## config.mk

```make
export PLATFORM = sky130hd
export DESIGN_NAME = hazard_ctrl
export DESIGN_NICKNAME = d
export VERILOG_FILES = /design/src/rtl/hazard_ctrl.sv
export SDC_FILE = /design/constraint.sdc
export NUM_CORES = 1
export LEC_CHECK = 0
export CORE_MARGIN = 2
export CORE_UTILIZATION = 51
export CTS_BUF_LIST = sky130_fd_sc_hd__clkbuf_16
export DETAILED_ROUTE_END_ITERATION = 7
export PLACE_DENSITY = 0.85
export SLEW_MARGIN = 10
export SYNTH_ARGS = -nofsm -noshare
export SYNTH_HDL_FRONTEND = slang
export SYNTH_SLANG_ARGS = --single-unit
```

## constraint.sdc

```tcl
create_clock -name clk -period 5.9 [get_ports clk]
set_clock_uncertainty 0.15 [all_clocks]
set_input_delay 1.18 -clock clk [delete_from_list [all_inputs] [get_ports clk]]
set_output_delay 1.18 -clock clk [all_outputs]
set_load 0.1 [all_outputs]
```

## src/rtl/hazard_ctrl.sv

```systemverilog
// hazard_ctrl: pipeline control for the 5-stage core.
//
// Watches the hazard-relevant fields of IF/ID, ID/EX, EX/MEM and MEM/WB.
// From these it drives the load enables, flushes and the MEM/WB bubble of
// those registers, plus the ALU operand-forwarding selects. It handles
// load-use stalls, taken-branch flushes and data-memory wait freezes. A
// watchdog traps a data memory that never acknowledges.
//
// Ports:
//   clk, reset            core clock, asynchronous active-high reset
//   if_id_rs1/rs2         source registers of the instruction in ID
//   id_ex_memread/rd      load flag and destination of the instruction in EX
//   id_ex_rs1/rs2         source registers of the instruction in EX
//   ex_mem_regwrite/rd    write-back intent of the instruction in MEM
//   mem_wb_regwrite/rd    write-back intent of the instruction in WB
//   ex_branch_taken       branch/jump resolved taken in EX
//   dmem_req, dmem_ack    data memory access pending / completing
//   pc_we .. ex_mem_we    register load enables
//   if_id_flush,
//   id_ex_flush           zero the register on the next edge
//   mem_wb_bubble         load MEM/WB with a no-write bubble
//   fwd_a, fwd_b          00 = RD_One/Two, 10 = EX/MEM, 01 = MEM/WB
//   stall_cnt, flush_cnt  saturating performance counters
//   mem_err               sticky watchdog trap
module hazard_ctrl #(
  parameter int MEM_TIMEOUT = 64,
  parameter int CNT_W       = 16
) (
  input  logic             clk,
  input  logic             reset,
  input  logic [4:0]       if_id_rs1,
  input  logic [4:0]       if_id_rs2,
  input  logic             id_ex_memread,
  input  logic [4:0]       id_ex_rd,
  input  logic [4:0]       id_ex_rs1,
  input  logic [4:0]       id_ex_rs2,
  input  logic             ex_mem_regwrite,
  input  logic [4:0]       ex_mem_rd,
  input  logic             mem_wb_regwrite,
  input  logic [4:0]       mem_wb_rd,
  input  logic             ex_branch_taken,
  input  logic             dmem_req,
  input  logic             dmem_ack,
  output logic             pc_we,
  output logic             if_id_we,
  output logic             if_id_flush,
  output logic             id_ex_we,
  output logic             id_ex_flush,
  output logic             ex_mem_we,
  output logic             mem_wb_bubble,
  output logic [1:0]       fwd_a,
  output logic [1:0]       fwd_b,
  output logic [CNT_W-1:0] stall_cnt,
  output logic [CNT_W-1:0] flush_cnt,
  output logic             mem_err
);

  typedef enum logic [1:0] {
    RUN      = 2'd0,
    MEM_WAIT = 2'd1,
    ERR      = 2'd2
  } state_t;

  state_t           r_state;
  state_t           w_state_nxt;
  logic [CNT_W-1:0] r_wait_cnt;
  logic [CNT_W-1:0] w_wait_nxt;
  logic [CNT_W-1:0] r_stall_cnt;
  logic [CNT_W-1:0] r_flush_cnt;
  logic             r_mem_err;
  logic             w_stall_inc;
  logic             w_flush_inc;
  logic             w_err_set;
  logic             w_load_use;
  logic             w_pc_we;
  logic             w_if_id_we;
  logic             w_if_id_flush;
  logic             w_id_ex_we;
  logic             w_id_ex_flush;
  logic             w_ex_mem_we;
  logic             w_bubble;
  logic [1:0]       w_fwd_a;
  logic [1:0]       w_fwd_b;

  // Counter increment that sticks at all-ones instead of wrapping.
  function automatic logic [CNT_W-1:0] sat_inc(input logic [CNT_W-1:0] v);
    return (&v) ? v : v + CNT_W'(1);
  endfunction

  // Forwarding select for one EX source register; the younger EX/MEM
  // result wins over MEM/WB, and x0 is never forwarded.
  function automatic logic [1:0] fwd_sel(
    input logic [4:0] rs,
    input logic       exm_rw,
    input logic [4:0] exm_rd,
    input logic       mwb_rw,
    input logic [4:0] mwb_rd
  );
    if (exm_rw && (exm_rd != 5'd0) && (exm_rd == rs))
      return 2'b10;
    else if (mwb_rw && (mwb_rd != 5'd0) && (mwb_rd == rs))
      return 2'b01;
    else
      return 2'b00;
  endfunction

  assign w_load_use = id_ex_memread && (id_ex_rd != 5'd0) &&
                      ((id_ex_rd == if_id_rs1) || (id_ex_rd == if_id_rs2));

  assign w_fwd_a = fwd_sel(id_ex_rs1, ex_mem_regwrite, ex_mem_rd,
                           mem_wb_regwrite, mem_wb_rd);
  assign w_fwd_b = fwd_sel(id_ex_rs2, ex_mem_regwrite, ex_mem_rd,
                           mem_wb_regwrite, mem_wb_rd);

  always_comb begin
    w_state_nxt   = r_state;
    w_wait_nxt    = r_wait_cnt;
    w_stall_inc   = 1'b0;
    w_flush_inc   = 1'b0;
    w_err_set     = 1'b0;
    w_pc_we       = 1'b1;
    w_if_id_we    = 1'b1;
    w_if_id_flush = 1'b0;
    w_id_ex_we    = 1'b1;
    w_id_ex_flush = 1'b0;
    w_ex_mem_we   = 1'b1;
    w_bubble      = 1'b0;
    case (r_state)
      RUN: begin
        if (dmem_req && !dmem_ack) begin
          // Freeze everything up to EX/MEM; branch and load-use are seen
          // again after the wait because ID and EX are held.
          w_pc_we     = 1'b0;
          w_if_id_we  = 1'b0;
          w_id_ex_we  = 1'b0;
          w_ex_mem_we = 1'b0;
          w_bubble    = 1'b1;
          w_state_nxt = MEM_WAIT;
          w_wait_nxt  = CNT_W'(1);
          w_stall_inc = 1'b1;
        end else if (ex_branch_taken) begin
          // The flush beats the load; a load-use on the discarded
          // younger instruction does not matter.
          w_if_id_flush = 1'b1;
          w_id_ex_flush = 1'b1;
          w_flush_inc   = 1'b1;
        end else if (w_load_use) begin
          w_pc_we       = 1'b0;
          w_if_id_we    = 1'b0;
          w_id_ex_flush = 1'b1;
          w_stall_inc   = 1'b1;
        end
      end
      MEM_WAIT: begin
        if (dmem_ack) begin
          w_state_nxt = RUN;
          w_wait_nxt  = '0;
        end else begin
          w_pc_we     = 1'b0;
          w_if_id_we  = 1'b0;
          w_id_ex_we  = 1'b0;
          w_ex_mem_we = 1'b0;
          w_bubble    = 1'b1;
          w_stall_inc = 1'b1;
          if (r_wait_cnt == CNT_W'(MEM_TIMEOUT - 1)) begin
            w_state_nxt = ERR;
            w_err_set   = 1'b1;
          end else begin
            w_wait_nxt = r_wait_cnt + CNT_W'(1);
          end
        end
      end
      ERR: begin
        w_pc_we     = 1'b0;
        w_if_id_we  = 1'b0;
        w_id_ex_we  = 1'b0;
        w_ex_mem_we = 1'b0;
        w_bubble    = 1'b1;
      end
      default: w_state_nxt = RUN;
    endcase
  end

  always_ff @(posedge clk or posedge reset) begin
    if (reset) begin
      r_state     <= RUN;
      r_wait_cnt  <= '0;
      r_stall_cnt <= '0;
      r_flush_cnt <= '0;
      r_mem_err   <= 1'b0;
    end else begin
      r_state    <= w_state_nxt;
      r_wait_cnt <= w_wait_nxt;
      if (w_stall_inc) r_stall_cnt <= sat_inc(r_stall_cnt);
      if (w_flush_inc) r_flush_cnt <= sat_inc(r_flush_cnt);
      if (w_err_set)   r_mem_err   <= 1'b1;
    end
  end

  // Reset forces every control quiet, independent of the state register.
  assign pc_we         = w_pc_we       & ~reset;
  assign if_id_we      = w_if_id_we    & ~reset;
  assign if_id_flush   = w_if_id_flush & ~reset;
  assign id_ex_we      = w_id_ex_we    & ~reset;
  assign id_ex_flush   = w_id_ex_flush & ~reset;
  assign ex_mem_we     = w_ex_mem_we   & ~reset;
  assign mem_wb_bubble = w_bubble      & ~reset;
  assign fwd_a         = reset ? 2'b00 : w_fwd_a;
  assign fwd_b         = reset ? 2'b00 : w_fwd_b;
  assign stall_cnt     = r_stall_cnt;
  assign flush_cnt     = r_flush_cnt;
  assign mem_err       = r_mem_err;

endmodule

```

## After elaboration in Yosys (flattened, before gate mapping)

Cells that the tools add are included.

- Bits in registers: 51
- Bits of input ports: 43
- Output and inout bits: 44
- Word-level logic and storage cells: 88

- Equal/unequal tests: 12
- Bitwise logic cells: 9
- Mux-type cells: 37
- Reduce and logical (&&, ||, !) cells: 22
- Add/subtract/negate cells: 3

Operators by type and width:

| operator | number |
|---|---|
| $add 16x1->16 const B | 3 |
| $mux 16 | 3 |
| $pmux 16 s2 | 1 |
| $reduce_and 16->1 | 2 |
| $eq 5x5->1 | 6 |
| $mux 1 | 21 |
| $eq 16x6->1 const B | 1 |
| $reduce_bool 5->1 | 3 |
| $mux 2 | 7 |
| $logic_and 1x1->1 | 9 |
| $pmux 1 s3 | 3 |
| $ne 3x3->1 const B | 2 |
| $pmux 2 s3 | 1 |
| $reduce_and 3->1 | 2 |
| $and 1x1->1 | 5 |
| $not 1->1 | 4 |
| $reduce_and 2->1 | 2 |
| $eq 2x1->1 const B | 1 |
| $eq 2x2->1 const B | 1 |
| $logic_not 2->1 | 1 |
| $ne 2x2->1 const B | 1 |
| $pmux 1 s2 | 1 |
| $reduce_bool 2->1 | 1 |
| $logic_not 1->1 | 1 |
| $logic_or 1x1->1 | 1 |

## Depth between registers and ports, before layout

Gate-level depths: netlist (run 1).

- Word-level depth: 8
- Mapped depth: 8
- Depth with buffers taken out: 8

## Worst setup path after synthesis (run 1)

Ideal clock, no wire load.

- Kind: input-to-output
- From: in reset
- To: out fwd_a[0]
- Slack: -1.299 ns
- Buffers on the path: 0
- Data required time: 4.570 ns
- Stages: 4
- Arrival time: 5.869 ns
- Cell sequence: inv_1 -> o211ai_1 -> or4_1 -> nor4_1

- Word-level cells in the longest chain between the ends: 1

Ends and longest elaborated chain:

| item | line | source |
|---|---|---|
| start: declaration | 30 | `input logic reset,` |
| $mux 2 | 208 | `assign fwd_a = reset ? 2'b00 : w_fwd_a;` |
| end: declaration | 51 | `output logic [1:0] fwd_a,` |

No other way between the ends.

## Final worst setup path (run 1)

- From: in ex_mem_rd[2]
- To: out fwd_a[1]

- Word-level cells in the longest chain between the ends: 5
- Elaborated cells on any way between the ends: 6
- Those cells by class: eq/ne (1); mux (2); reduce/logical (3)

Ends and longest elaborated chain:

| item | line | source |
|---|---|---|
| start: declaration | 38 | `input logic [4:0] ex_mem_rd,` |
| $reduce_bool 5->1 | 99 | `if (exm_rw && (exm_rd != 5'd0) && (exm_rd == rs))` |
| $logic_and 1x1->1 | 99 |  |
| $logic_and 1x1->1 (*) | 99 |  |
| $mux 2 (*) | 99 |  |
| $mux 2 (*) | 208 |  |

Mark *: on every way between the ends. The rest lies on a longest branch, timed or not.

==> qor.csv, run 1 <==
stage,metric,value,unit
timing,setup violators final,0,
clock_network,clock slew at reported path FFs,0.07,ns
place,DP HPWL,5580,um
global_route,largest net degree at the start of global routing,53,
floorplan,Core Footprint,5540,sq um
global_route,global-route usage over all layers,24.4,%
outcome,status,finished clean,
final_layout,layout cells sized above 1,9.16,%
detailed_routing,Routed WL,7460,um
synthesis,Yosys Warn Count,0,
pwr,Clock Power Share,23.9,%
synthesis,post-synthesis sequential area ratio,43.3,%
detailed_routing,# DRC,0,
timing,Final Critical Period,4.99,ns
clock_network,CTS root buf,clkbuf_16,
timing,RSZ-0062 raised after global routing,no,
floorplan,DIE AREA,6400,sq um
final_layout,FF+latch area,1280,sq um
final_layout,multi-input logic area,1630,sq um
clock_network,H-tree depth,2,
synthesis,cell area after synthesis,2950,sq um
flow_run,Max Cap Viol,0,
clock_network,CTS Buffer Depth,2,
pwr,Sequential Power Share,33.7,%
pwr,Pwr Density,330,nW/um^2
timing,Fin Setup TNS,0,ns
clock_network,hold_buf cts,0,
timing,period utilisation layout,84.6,%
synthesis,Gate Count Post-Synth,305,
detailed_routing,vias per inst,5.74,
detailed_routing,detailed-route via count,2669,
critical_path,CP Max Fanout,4,
floorplan,Rows,27,
clock_network,clk sinks,51,
detailed_routing,post-route ant nets,0,
place,routability cong.,0.953,
final_layout,Total Nets Final,438,
place,"worst slack, placed",0.926,ns
clock_network,clk_lat worst skew,0.28,ns
global_route,initial antenna violation count,0,
timing,f_max,200,MHz
timing,final hold vios,0,
timing,Worst slew margin,34.4,%
global_route,GRT overflow,0,
final_layout,"Area growth, synth to finish",37.7,%
synthesis,Post-Syn Nets,351,
final_layout,antenna cells,0,
clock_network,TritonCTS Buffers,5,
synthesis,"Avg Cell Area, Syn",9.67,sq um
place,PortBufs,86,
timing,max-slew violations,0,
pwr,switch share,44.3,%
critical_path,Critical Path RT,4.57,ns
detailed_routing,DRT Pass-1 Iters,5,
synthesis,most used flip-flop cell after synthesis,dfrtp_1,
detailed_routing,drt wl/cell,16.0,um
clock_network,CTS tree,built,
synthesis,Async SR Flop Fraction,100,%
global_route,vias in the first global route,2631,
final_layout,# fillers,428,
timing,Tightest Pin Transition,0.981,ns
synthesis,"Distinct cells, synth",42,
min_path,worst min-delay path class,reg -> reg,
pwr,leakage power,0.00166,uW
synthesis,Post-synth EDFFs,0,
pwr,Internal,745,uW
floorplan,chip height,80.0,um
critical_path,CP arrival,3.66,ns
timing,post-route setup slack,0.910,ns
timing,Min Hold Slack,0.334,ns
floorplan,Initial Util,53.2,%
pwr,switching pwr,594,uW
clock_network,post-CTS sizing,0,
pwr,Logic pwr share,42.3,%
critical_path,R2R setup slack,3.15,ns
pwr,Peak VDD IR,0.400,mV
synthesis,"FF+latch count, synth",51,
critical_path,crit end category,primary output,
global_route,global-route wire length before repair,12100,um
critical_path,crit path kind,in -> out,
detailed_routing,Iteration-0 DRC Markers,199,
clock_network,Post-CTS Setup Bufs,0,
floorplan,Ports,87,
floorplan,Die Wd,80.0,um
critical_path,Setup crit start kind,input pin,
-- flip-flops by register name, indices dropped and copies added (netlist names) --
| register | flops |
|---|---|
| r_state | 2 |
| r_wait_cnt | 16 |
| mem_err | 1 |
| flush_cnt | 16 |
| stall_cnt | 16 |
-- cell usage after synthesis (2+ instances only) --
cell type / instances / area (sq um)
xor2_1: 18 / 158
xnor2_1: 44 / 385
mux2_2: 3 / 33.8
nand4_1: 11 / 68.8
nor3_1: 7 / 35.0
nor2_1: 19 / 71.3
o31ai_1: 3 / 22.5
and3_1: 13 / 81.3
nand2_1: 26 / 97.6
ha_1: 3 / 37.5
or2_2: 2 / 12.5
nor4_1: 6 / 37.5
and3_4: 4 / 45.0
clkbuf_1: 4 / 15.0
or4_1: 5 / 37.5
a21oi_1: 6 / 30.0
o21ai_0: 23 / 115
nor2b_1: 2 / 12.5
dfrtp_1: 51 / 1280
and2_1: 3 / 18.8
buf_4: 2 / 15.0
nand2b_1: 2 / 12.5
inv_1: 7 / 26.3
a41oi_1: 2 / 17.5
nand3_1: 22 / 110
-- area by class of cell --
| type | instances | area share [%] |
|---|---|---|
| clock buffer | 5 | 3.08 |
| inverter | 7 | 0.647 |
| clock inverter | 3 | 0.956 |
| multi-input combinational | 240 | 40.2 |
| sequential | 51 | 31.4 |
| timing repair buffer | 87 | 21.5 |
| tap | 72 | 2.22 |
-- critical path, stage by stage --
cell	delay (ns)
clkdlybuf4s50_1	0.48
or4_1	0.51
o21ai_0	0.37
nor4_1	0.12
clkdlybuf4s50_1	0.99
-- routing by layer --
layer	wire length (um)	up-vias	track usage, %
li1	-	1256	-
met3	519	13	6.11
met1	2920	1270	28.3
met5	0	-	0
met4	146	0	9.66
met2	3870	130	42.8
-- worst paths after layout --
check                                     startpoint                   endpoint  cells after the start
hold / removal             r_wait_cnt[5]$_DFFE_PP0P_  r_wait_cnt[5]$_DFFE_PP0P_                      1
hold reg to reg            r_wait_cnt[5]$_DFFE_PP0P_  r_wait_cnt[5]$_DFFE_PP0P_                      1
min in group asynchronous                      reset   stall_cnt[2]$_DFFE_PP0P_                      3
setup reg to reg           r_wait_cnt[0]$_DFFE_PP0P_  r_wait_cnt[0]$_DFFE_PP0P_                      7
max in group asynchronous                      reset  r_wait_cnt[9]$_DFFE_PP0P_                      3
setup / recovery                        ex_mem_rd[2]                   fwd_a[1]                      5
-- cell usage in the layout, fill, tap and decap left out, types with 5 or more instances in the layout --
master	netlist	routed
nand3_1	22	22
o21ai_0	23	23
xor2_1	18	18
nand2_1	26	26
nor2_1	19	19
clkdlybuf4s50_1	0	77
buf_4	2	8
dfrtp_1	51	51
nand4_1	11	11
and3_1	13	13
or4_1	5	5
a21oi_1	6	6
nor3_1	7	7
clkbuf_16	0	5
inv_1	7	6
xnor2_1	44	44
-- power by group through the flow --
stage / logic (uW) / clock network (uW) / registers, uW
6_report: 567 / 321 / 452
5_1_grt: 588 / 337 / 459
4_1_cts: 570 / 325 / 451
3_5_place_dp: 569 / 0 / 458
3_3_place_gp: 560 / 0 / 454
2_1_floorplan: 134 / 0 / 733
-- cells by family (layout without fill, tap and decap cells) --
| group | count (synthesis) | in the layout | share of synthesized area (%) |
|---|---|---|---|
| compound gates | 45 | 45 | 10.4 |
| fa+ha+maj | 3 | 3 | 1.27 |
| flops | 51 | 51 | 43.3 |
| buf+inv | 14 | 102 | 2.29 |
| xor+xnor | 62 | 62 | 18.4 |
| mux | 3 | 3 | 1.15 |
| simple gates | 127 | 127 | 23.2 |
-- per-stage QoR --
| stage | utilization [%] | std cells | power (uW) | cell area, sq um |
|---|---|---|---|---|
| after detailed placement | 70.3 | 457 | 1030 | 3890 |
| after global routing | 73.3 | 465 | 1380 | 4060 |
| after global placement | 70.3 | 457 | 1010 | 3890 |
| after CTS | 73.3 | 465 | 1350 | 4060 |
| after floorplan | - | 305 | 867 | 2980 |
| final | 73.3 | 465 | 1340 | 4060 |
Power figures use the tool's default switching activity.
==> run 2, diff against run 1 <==
CORE_UTILIZATION = 43   (was 51)
PLACE_DENSITY = 0.77   (was 0.85)
clock period = 4.3 ns   (was 5.9 ns; I/O delays follow)
==> run 2 against run 1 <==
Against the previous run:
- sequential share of layout area is 0.51 points lower
- hold slack better by 0.014 ns
- combinational power is 38% higher
- total power is 37% higher
- via count is 3.6% lower
- count of clock-buffer cells in the layout stayed put
- first-iteration DRC count is 58% lower
- final cell count is 1.7% higher
- global-route usage is 6.2 points lower
- flip-flop and latch count stayed put
==> qor.csv, run 2 (synthesis gave the netlist of run 1 again) <==
stage,metric,value,unit
outcome,status,finished clean,
pwr,Logic pwr share,42.7,%
floorplan,Ports,87,
pwr,total power,1830,uW
critical_path,crit end category,primary output,
floorplan,Die Wd,86.8,um
global_route,initial antenna violation count,0,
clock_network,TritonCTS Buffers,5,
pwr,Clock Power Share,23.7,%
pwr,leakage power,0.00167,uW
final_layout,"commonest non-fill, non-tap cell in the layout",clkdlybuf4s50_1,
clock_network,hold_buf cts,0,
detailed_routing,drt wl/cell,14.0,um
floorplan,chip height,86.8,um
detailed_routing,post-route ant nets,0,
pwr,switch share,43.8,%
pwr,switching pwr,803,uW
critical_path,crit path cell chain,clkdlybuf4s50_1 -> or4_1 -> o21ai_0 -> nor3_1 -> nor4_4 -> buf_12,
critical_path,CP Max Fanout,4,
final_layout,fin area,4130,sq um
critical_path,"slowest stage delay, CP",0.54,ns
critical_path,Setup crit start kind,input pin,
critical_path,CP arrival,2.94,ns
clock_network,CTS tree,built,
pwr,Sequential Power Share,33.6,%
place,PortBufs,86,
pwr,Pwr Density,444,nW/um^2
critical_path,R2R setup slack,1.63,ns
clock_network,clock slew at reported path FFs,0.06,ns
detailed_routing,DRT Pass-1 Iters,5,
min_path,Worst Hold End,flush_cnt[12]$_DFFE_PP0P_,
timing,Final Critical Period,3.95,ns
critical_path,Slowest cell on crit path,or4_1,
global_route,global-route usage over all layers,18.2,%
detailed_routing,detailed-route via count,2573,
place,DP HPWL,5210,um
timing,final hold vios,0,
timing,max-slew violations,0,
global_route,global-route wire length before repair,11000,um
floorplan,Initial Util,43.9,%
final_layout,"commonest non-fill, non-tap cells in the layout","75 x clkdlybuf4s50_1, 51 x dfrtp_1, 44 x xnor2_1",
final_layout,antenna cells,0,
detailed_routing,# DRC,0,
timing,setup violators final,0,
detailed_routing,vias per inst,5.44,
floorplan,Core Footprint,6720,sq um
floorplan,Rows,30,
pwr,Internal,1030,uW
place,routability cong.,0.804,
critical_path,crit path kind,in -> out,
clock_network,Post-CTS Setup Bufs,0,
critical_path,reg-to-reg critical path startpoint,r_wait_cnt[0]$_DFFE_PP0P_,
timing,period utilisation layout,91.9,%
global_route,vias in the first global route,2556,
place,dpl cell area,3960,sq um
min_path,Hold Path Stages,1,
final_layout,"Area growth, synth to finish",39.9,%
clock_network,CTS root buf,clkbuf_16,
timing,RSZ-0062 raised after global routing,no,
clock_network,clk_lat worst skew,0.28,ns
final_layout,layout cells sized above 1,9.67,%
critical_path,Crit Reg-Reg Endpoint,r_wait_cnt[0]$_DFFE_PP0P_,
critical_path,cells on worst reg2reg path,7,
final_layout,Util after Layout,61.4,%
place,placed cell count,465,
clock_network,CTS Buffer Depth,2,
detailed_routing,Routed WL,6640,um
critical_path,Critical Path RT,3.29,ns
pwr,Peak VDD IR,0.220,mV
flow_run,Max Cap Viol,0,
clock_network,post-CTS sizing,0,
clock_network,clk sinks,51,
timing,Tightest Pin Transition,0.976,ns
clock_network,H-tree depth,2,
final_layout,Non-Filler Instances,473,
global_route,GRT overflow,0,
detailed_routing,Iteration-0 DRC Markers,84,
floorplan,DIE AREA,7530,sq um
min_path,min-delay src,flush_cnt[12]$_DFFE_PP0P_,
timing,Min Hold Slack,0.348,ns
timing,Worst slew margin,34.8,%
global_route,largest net degree at the start of global routing,53,
min_path,worst min-delay path class,reg -> reg,
timing,f_max,253,MHz
final_layout,Total Nets Final,438,
-- run 2: worst max-delay path by stage --
stage                            start       end  slack [ns]  cells past startpoint
after floorplan           ex_mem_rd[2]  fwd_a[1]       -0.72                      3
after global placement    ex_mem_rd[1]  fwd_b[0]        0.39                      6
after detailed placement  ex_mem_rd[1]  fwd_a[0]        0.33                      6
after CTS                 ex_mem_rd[1]  fwd_a[0]        0.34                      6
after global routing      ex_mem_rd[1]  fwd_a[0]        0.24                      6
final                     ex_mem_rd[1]  fwd_b[0]        0.35                      6
-- run 2: area by class of cell --
| class | count | area, sq um |
|---|---|---|
| Fill cell | 578 | 2590 |
| Multi-Input combinational cell | 240 | 1650 |
| Sequential cell | 51 | 1280 |
| Timing Repair Buffer | 87 | 903 |
| Clock buffer | 5 | 125 |
| Tap cell | 80 | 100 |
| Clock inverter | 3 | 38.8 |
| Inverter | 7 | 30.0 |
-- run 2: per-stage QoR --
| stage | TNS, ns | setup slack (ns) |
|---|---|---|
| after floorplan | -1.44 | -0.721 |
| after global placement | 0 | 0.394 |
| after detailed placement | 0 | 0.335 |
| after CTS | 0 | 0.337 |
| after global routing | 0 | 0.237 |
| final | 0 | 0.350 |
-- run 2: critical path, delay by kind of cell --
family / cells / cell delay, ns
buf+inv: 2 / 0.68
compound gates: 1 / 0.35
simple gates: 3 / 1.04
-- run 2: metal layers --
| metal | track usage, % | vias up | share of wire, % |
|---|---|---|---|
| met5 | 0 | - | 0 |
| met4 | 5.82 | 0 | 1.2 |
| met3 | 4.19 | 5 | 5.6 |
| met2 | 32.7 | 82 | 51 |
| met1 | 21.2 | 1230 | 43 |
| li1 | - | 1256 | - |
-- run 2: power groups by stage --
stage	logic, uW	registers, uW	clock network, uW
finish	782	616	433
global route	819	628	459
CTS	789	617	445
detailed placement	787	626	0
global placement	777	623	0
floorplan	186	1010	0
==> run 3, diff against run 2 <==
CORE_UTILIZATION = 51   (was 43)
PLACE_DENSITY = 0.85   (was 0.77)
clock period = 4.7 ns   (was 4.3 ns; I/O delays follow)
==> run 3 against run 2 <==
Against the previous run:
- hold slack worse by 0.021 ns
- critical path depth stayed put
- flip-flop and latch count unchanged
- first-iteration DRC count up 77%
- combinational power is 7.3% lower
- sequential power decreased by 7.8%
- count of clock-buffer cells in the layout unchanged
- clock power shrank 4.8%
- routed wire length up 14%
- non-clock buffer count did not move
- worst setup slack better by 0.24 ns
- global-route usage rose by 6.7 points
- critical endpoint is now fwd_a[0]
- largest power group unchanged
==> qor.csv, run 3 (synthesis gave the netlist of run 1 again) <==
stage,metric,value,unit
pwr,Pwr Density,414,nW/um^2
final_layout,# fillers,389,
final_layout,layout cells sized above 1,9.92,%
final_layout,"commonest non-fill, non-tap cells in the layout","75 x clkdlybuf4s50_1, 51 x dfrtp_1, 44 x xnor2_1",
final_layout,multi-input logic area,1650,sq um
floorplan,chip height,80.0,um
critical_path,CP Max Fanout,4,
clock_network,CTS root buf,clkbuf_16,
clock_network,CTS Buffer Depth,2,
timing,setup violators final,0,
timing,period utilisation layout,87.4,%
detailed_routing,Iteration-0 DRC Markers,149,
global_route,global-route wire length before repair,12500,um
flow_run,Max Cap Viol,0,
clock_network,clock slew at reported path FFs,0.07,ns
clock_network,clk_lat worst skew,0.29,ns
global_route,global-route usage over all layers,24.8,%
timing,Final Critical Period,4.11,ns
critical_path,crit path kind,in -> out,
critical_path,Setup crit start kind,input pin,
pwr,leakage power,0.00168,uW
pwr,Peak VDD IR,0.364,mV
global_route,initial antenna violation count,0,
global_route,GRT overflow,0,
clock_network,CTS tree,built,
critical_path,Critical Path RT,3.61,ns
final_layout,"commonest non-fill, non-tap cell in the layout",clkdlybuf4s50_1,
floorplan,Ports,87,
timing,final hold vios,0,
floorplan,DIE AREA,6400,sq um
timing,max-slew violations,0,
floorplan,Rows,27,
detailed_routing,DRT Pass-1 Iters,5,
critical_path,CP arrival,3.02,ns
clock_network,TritonCTS Buffers,5,
final_layout,Total Nets Final,438,
detailed_routing,Routed WL,7560,um
floorplan,Die Wd,80.0,um
clock_network,clk sinks,51,
detailed_routing,detailed-route via count,2625,
timing,Tightest Pin Transition,1.00,ns
timing,f_max,244,MHz
place,placed cell count,457,
final_layout,antenna cells,0,
detailed_routing,post-route ant nets,0,
critical_path,crit end category,primary output,
clock_network,hold_buf cts,0,
floorplan,Core Footprint,5540,sq um
timing,RSZ-0062 raised after global routing,no,
timing,Worst slew margin,32.9,%
final_layout,FF+latch area,1280,sq um
place,routability cong.,0.877,
detailed_routing,vias per inst,5.65,
place,DP HPWL,5750,um
place,PortBufs,86,
floorplan,Initial Util,53.2,%
global_route,largest net degree at the start of global routing,53,
min_path,worst min-delay path class,reg -> reg,
clock_network,Post-CTS Setup Bufs,0,
final_layout,Non-Filler Instances,465,
clock_network,post-CTS sizing,0,
final_layout,"Area growth, synth to finish",39.8,%
detailed_routing,drt wl/cell,16.3,um
outcome,status,finished clean,
global_route,vias in the first global route,2598,
clock_network,H-tree depth,2,
detailed_routing,# DRC,0,
timing,Fin Setup TNS,0,ns
-- run 3: layout make-up --
cell class | instances | area share, %
Clock inverter | 3 | 1.06
Tap cell | 72 | 2.19
Multi-Input combinational cell | 240 | 40.1
Clock buffer | 5 | 3.04
Sequential cell | 51 | 31.0
Inverter | 7 | 0.729
Timing Repair Buffer | 87 | 21.9
-- run 3: metal layers --
| metal | routed length, um | vias up | track usage, % |
|---|---|---|---|
| met5 | 0 | - | 0 |
| met1 | 3260 | 1268 | 32.8 |
| met3 | 425 | 13 | 4.98 |
| met2 | 3740 | 87 | 41.2 |
| li1 | - | 1257 | - |
| met4 | 137 | 0 | 7.46 |
-- run 3: worst paths after layout --
kind | end | cells after the start | slack, ns | startpoint
min | mem_err$_DFFE_PP0P_ | 1 | 0.33 | mem_err$_DFFE_PP0P_
min in group asynchronous | r_wait_cnt[12]$_DFFE_PP0P_ | 3 | 1.30 | reset
max in group asynchronous | r_wait_cnt[1]$_DFFE_PP0P_ | 3 | 2.65 | reset
min reg2reg | mem_err$_DFFE_PP0P_ | 1 | 0.33 | mem_err$_DFFE_PP0P_
max reg2reg | r_wait_cnt[0]$_DFFE_PP0P_ | 7 | 1.98 | r_wait_cnt[0]$_DFFE_PP0P_
max | fwd_a[0] | 6 | 0.59 | ex_mem_rd[1]
-- run 3: through the flow --
| stage | power, uW | hold slack, ns | utilization, % | area (sq um) | setup WS [ns] |
|---|---|---|---|---|---|
| floorplan | 1090 | 0.305 | - | 3000 | -0.481 |
| global placement | 1280 | 0.302 | 71.3 | 3950 | 0.637 |
| detailed placement | 1300 | 0.314 | 71.3 | 3950 | 0.579 |
| CTS | 1720 | 0.336 | 74.4 | 4120 | 0.580 |
| global route | 1770 | 0.347 | 74.4 | 4120 | 0.421 |
| finish | 1710 | 0.327 | 74.4 | 4120 | 0.593 |
-- run 3: power by group --
group / internal [uW] / switching [uW]
combinational: 201 / 525
sequential: 493 / 75.4
clock: 251 / 161
total: 945 / 761
-- run 3: critical path, cell delays in order --
cell	delay (ns)
clkdlybuf4s50_1	0.47
or4_1	0.53
o21ai_0	0.35
nor3_1	0.16
nor4_4	0.35
buf_12	0.21
